### src/rtl/csa16_adder.sv
// Registered carry-select adder: {cout,s} = a + b + cin, one cycle latency.
// Define CSA16_ADDER_CHECK_EN to add a ripple-carry reference and a registered mismatch flag.
module csa16_adder #(
    parameter int unsigned WIDTH = 16,
    parameter int unsigned BLK_W = 4
) (
    input  logic             clk,
    input  logic             rst,
    input  logic             in_valid,
    input  logic [WIDTH-1:0] a,
    input  logic [WIDTH-1:0] b,
    input  logic             cin,
    output logic [WIDTH-1:0] s,
    output logic             cout,
`ifdef CSA16_ADDER_CHECK_EN
    output logic             mismatch,
`endif
    output logic             out_valid
);

    localparam int unsigned NBLK = WIDTH / BLK_W;

    function automatic logic [BLK_W:0] rca(
        input logic [BLK_W-1:0] x,
        input logic [BLK_W-1:0] y,
        input logic             c
    );
        logic [BLK_W-1:0] sum;
        logic             c_r;
        c_r = c;
        sum = '0;
        for (int unsigned i = 0; i < BLK_W; i++) begin
            sum[i] = x[i] ^ y[i] ^ c_r;
            c_r    = (x[i] & y[i]) | (c_r & (x[i] ^ y[i]));
        end
        return {c_r, sum};
    endfunction

    logic [NBLK:0]    w_carry;
    logic [WIDTH-1:0] w_sum;

    assign w_carry[0] = cin;

    for (genvar g = 0; g < NBLK; g++) begin : g_blk
        if (g == 0) begin : g_first
            assign {w_carry[1], w_sum[BLK_W-1:0]} =
                rca(a[BLK_W-1:0], b[BLK_W-1:0], w_carry[0]);
        end else begin : g_sel
            logic [BLK_W:0] w_r0;
            logic [BLK_W:0] w_r1;
            assign w_r0 = rca(a[g*BLK_W +: BLK_W], b[g*BLK_W +: BLK_W], 1'b0);
            assign w_r1 = rca(a[g*BLK_W +: BLK_W], b[g*BLK_W +: BLK_W], 1'b1);
            // Both speculative results are ready; the incoming block carry only steers the mux.
            assign {w_carry[g+1], w_sum[g*BLK_W +: BLK_W]} = w_carry[g] ? w_r1 : w_r0;
        end
    end

    always_ff @(posedge clk or posedge rst) begin
        if (rst) begin
            s         <= '0;
            cout      <= 1'b0;
            out_valid <= 1'b0;
        end else begin
            out_valid <= in_valid;
            if (in_valid) begin
                s    <= w_sum;
                cout <= w_carry[NBLK];
            end
        end
    end

`ifdef CSA16_ADDER_CHECK_EN
    logic [WIDTH-1:0] w_ref_sum;
    logic             w_ref_cout;

    always_comb begin
        logic c_r;
        c_r       = cin;
        w_ref_sum = '0;
        for (int unsigned i = 0; i < WIDTH; i++) begin
            w_ref_sum[i] = a[i] ^ b[i] ^ c_r;
            c_r          = (a[i] & b[i]) | (c_r & (a[i] ^ b[i]));
        end
        w_ref_cout = c_r;
    end

    always_ff @(posedge clk or posedge rst) begin
        if (rst) begin
            mismatch <= 1'b0;
        end else begin
            mismatch <= in_valid &&
                        ({w_ref_cout, w_ref_sum} != {w_carry[NBLK], w_sum});
        end
    end
`endif

endmodule

### config.mk
export PLATFORM = sky130hd
export DESIGN_NAME = csa16_adder
export DESIGN_NICKNAME = d
export VERILOG_FILES = /design/src/rtl/csa16_adder.sv
export SDC_FILE = /design/constraint.sdc
export NUM_CORES = 1
export LEC_CHECK = 0
export CAP_MARGIN = 20
export CORE_MARGIN = 4
export CORE_UTILIZATION = 37
export CTS_CLUSTER_DIAMETER = 80
export DETAILED_ROUTE_END_ITERATION = 12
export PLACE_DENSITY = 0.76
export SKIP_LAST_GASP = 1
export SLEW_MARGIN = 10
export SYNTH_ARGS = -nofsm -noshare
export SYNTH_HDL_FRONTEND = slang
export SYNTH_SLANG_ARGS = --single-unit
### constraint.sdc
create_clock -name clk -period 0.8 [get_ports clk]
set_input_delay 0.12 -clock clk [delete_from_list [all_inputs] [get_ports clk]]
set_output_delay 0.12 -clock clk [all_outputs]
set_load 0.05 [all_outputs]
==> key figures <==
Placement
  • Placer Congestion: 0.694
  • DP Wirelength: 2250 um
  • Placed instance area: 1990 sq um
  • Port bufs: 53

Setup path
  • Worst r2r src: s[2]
  • CP endpoint kind: flop
  • Setup CP Type: primary input to flop
  • Critical path startpoint: a[0]
  • R2R setup slack: -0.15 ns
  • Worst-path fanout max: 3
  • Crit path launch type: primary input
  • Worst r2r dst: s[2]
  • Setup crit end: s[15]
  • Cell depth of the worst flop-to-flop path: 2
  • Crit path DAT: 5.32 ns
  • Worst EP required: 1.01 ns

Floorplanning
  • Die Area: 4070 sq um
  • # rows: 19
  • CORE AREA: 2880 sq um
  • Die W: 63.8 um
  • I/O pin count: 54
  • Starting Density: 40.1%
  • Die Span Y: 63.8 um

Synthesis
  • Synthesized Nets: 146
  • Synth top area cells: dfrtp_1 39%, fa_1 23%, mux2_2 8.8%
  • Post-synth EDFFs: 0
  • Synth warn: 0
  • Distinct cells, synth: 14
  • Post-Syn Area: 1150 sq um
  • Synth Register Bits: 18
  • Post-synthesis instance total: 91
  • Post-synth top flop: dfrtp_1
  • Leading area contributor after synthesis: dfrtp_1
  • Top-area cell type share of the netlist area: 39.0%
  • Post-synth top cells: 25 x inv_1, 18 x dfrtp_1, 13 x fa_1
  • Fraction of registers with async set/reset: 100%
  • Post-synthesis sequential area ratio: 39.0%
  • Top-count cell post-synth: inv_1
  • Mean post-synth cell area: 12.7 sq um

Finish
  • Area grow syn2layout: 88.3%
  • Fin nets: 220
  • Final instance area: 2170 sq um
  • Share of cells above drive strength 1: 48.2%
  • Ant. Diodes: 0
  • Final Util: 75.5%

STA
  • Maximum clock rate: 196 MHz
  • Worst Slack Setup Final: -4.30 ns
  • Fin. Hold Viols: 0
  • Least-Margin Pin Slew: 0.154 ns
  • Unrepaired setup endpoints after global routing: true
  • Fin crit period: 5.10 ns
  • Final clock skew: 0 ns
  • Final Hold Slack: 0.137 ns
  • Max-slew violations: 0
  • Final setup fails: 34
  • Crit share post-route: 638%
  • Slew HR: 89.4%

Routing
  • Via/cell ratio: 4.39
  • Remaining DRCs: 0
  • Drt total wl: 2970 um
  • Wire per inst: 14.4 um
  • Detailed router's first-iteration violation count: 31
  • Routed Antenna Nets: 0
  • Via count: 904
  • DRT Pass-1 Iters: 4

Min path
  • Worst hold path class: primary input to async pin

Power
  • Peak supply drop: 0.902 mV
  • Pwr Total: 0.00448 W
  • Power Density: 2060 nW/um^2
  • Leakage: 1.03 nW

Clocking
  • Later-pin clock latency in the skew report: 0.30 ns
  • Root Driver: clkbuf_4
  • Largest buffer count on any clock path: 2
  • Htree depth: 1
  • Clock slew at reported path FFs: 0.11 ns
  • CTS tree: built
  • CTS sink count: 18
  • CTS Hold Bufs: 0
  • Total CTS buffers: 3

Global routing
  • Wire length of the first global-routing pass: 5070 um
  • GR Overflow Total: 0
  • Initial antenna violation count: 0
  • Pin count of the biggest net entering global routing: 12
  • Vias in the first global route: 1099
  • Tot GR Track Use: 16.2%

Run
  • Max_cap viols: 0

Run status
  • Status: finished with violations
  • Failing checks: setup timing
-- worst min-delay path by stage --
stage	slack (ns)	depth (start not counted)	to
5_1_grt	0.17	3	s[8]
6_report	0.14	3	s[8]
3_3_place_gp	0.42	3	s[13]
2_1_floorplan	0.06	1	cout
3_5_place_dp	0.45	3	s[13]
4_1_cts	0.13	3	s[8]
-- area by class of cell --
type,count,area (sq um)
Tap cell,42,52.6
Timing Repair Buffer,71,881
Inverter,25,93.8
Fill cell,169,704
Multi-Input combinational cell,46,667
Clock buffer,4,26.3
Sequential cell,18,452
-- power by group --
part | switching (W) | leakage (nW) | internal (W)
sequential | 0.000234 | 0.208 | 0.00112
combinational | 0.00120 | 0.810 | 0.00143
clock | 0.000296 | 0.0150 | 0.000194
-- cells in the final DEF, fill, tap and decap left out --
| cell | instances |
|---|---|
| a21oi_2 | 3 |
| buf_12 | 19 |
| buf_2 | 1 |
| buf_4 | 15 |
| buf_6 | 3 |
| bufbuf_16 | 1 |
| clkbuf_1 | 1 |
| clkbuf_4 | 3 |
| clkdlybuf4s50_1 | 29 |
| dfrtp_1 | 17 |
| dfrtp_2 | 1 |
| dlygate4sd2_1 | 3 |
| fa_1 | 1 |
| fa_2 | 12 |
| ha_1 | 6 |
| inv_1 | 20 |
| inv_2 | 5 |
| mux2_2 | 4 |
| mux2_4 | 7 |
| mux2i_1 | 4 |
| mux2i_4 | 1 |
| nand2_2 | 1 |
| nor2_1 | 2 |
| nor2_2 | 1 |
| o21ai_2 | 1 |
| xnor2_1 | 2 |
| xnor2_2 | 1 |
-- through the flow --
stage | worst slack, ns | TNS (ns) | cells
2_1_floorplan | -4.22 | -39.33 | 91
3_3_place_gp | -4.82 | -48.93 | 191
3_5_place_dp | -5.03 | -50.60 | 191
4_1_cts | -4.42 | -42.86 | 203
5_1_grt | -4.45 | -44.48 | 206
6_report | -4.30 | -42.65 | 206
-- cell families (layout without fill, tap and decap cells) --
family          Yosys count  count (layout)  synth area share, %
fa+ha+maj                19              19                 29.1
buf+inv                  27             100                 10.8
mux                      16              16                 15.7
xor+xnor                  3               3                 2.28
compound gates            4               4                 1.73
flops                    18              18                 39.0
simple gates              4               4                 1.30
-- worst max-delay path, cell delays in order --
cell,delay (ns)
buf_6,0.09
fa_2,0.39
fa_2,0.37
fa_2,0.34
inv_2,0.06
fa_2,0.24
mux2i_4,0.24
fa_2,0.22
fa_2,0.19
inv_2,0.04
fa_2,0.39
nand2_2,0.09
o21ai_2,0.06
fa_2,0.33
inv_2,0.06
fa_2,0.18
inv_2,0.04
fa_2,0.39
nor2_2,0.11
a21oi_2,0.05
fa_2,0.33
fa_2,0.34
inv_2,0.06
fa_1,0.41
mux2i_1,0.17
-- flip-flops by register name, indices dropped and copies added, names as in the netlist --
name	flops
s	16
cout	1
out_valid	1
-- routing by layer --
layer | routed length, um | global-route usage, % | up-vias | share of wire, %
met1 | 1160 | 18.4 | 442 | 39
met4 | 36 | 5.66 | 0 | 1.2
met5 | 0 | 0 | - | 0
met3 | 195 | 3.68 | 4 | 6.6
li1 | - | - | 419 | -
met2 | 1580 | 29.5 | 39 | 53
-- repair_timing --
item                                   4_1_cts  5_1_grt
buffers inserted                             7        3
endpoints found under the hold margin        0        0
setup endpoints to repair                   35       35
gates cloned                                 1        0
resized for setup                           26        6
pin swaps                                   15       17
Note: power is estimated with default switching activity, not from simulation.
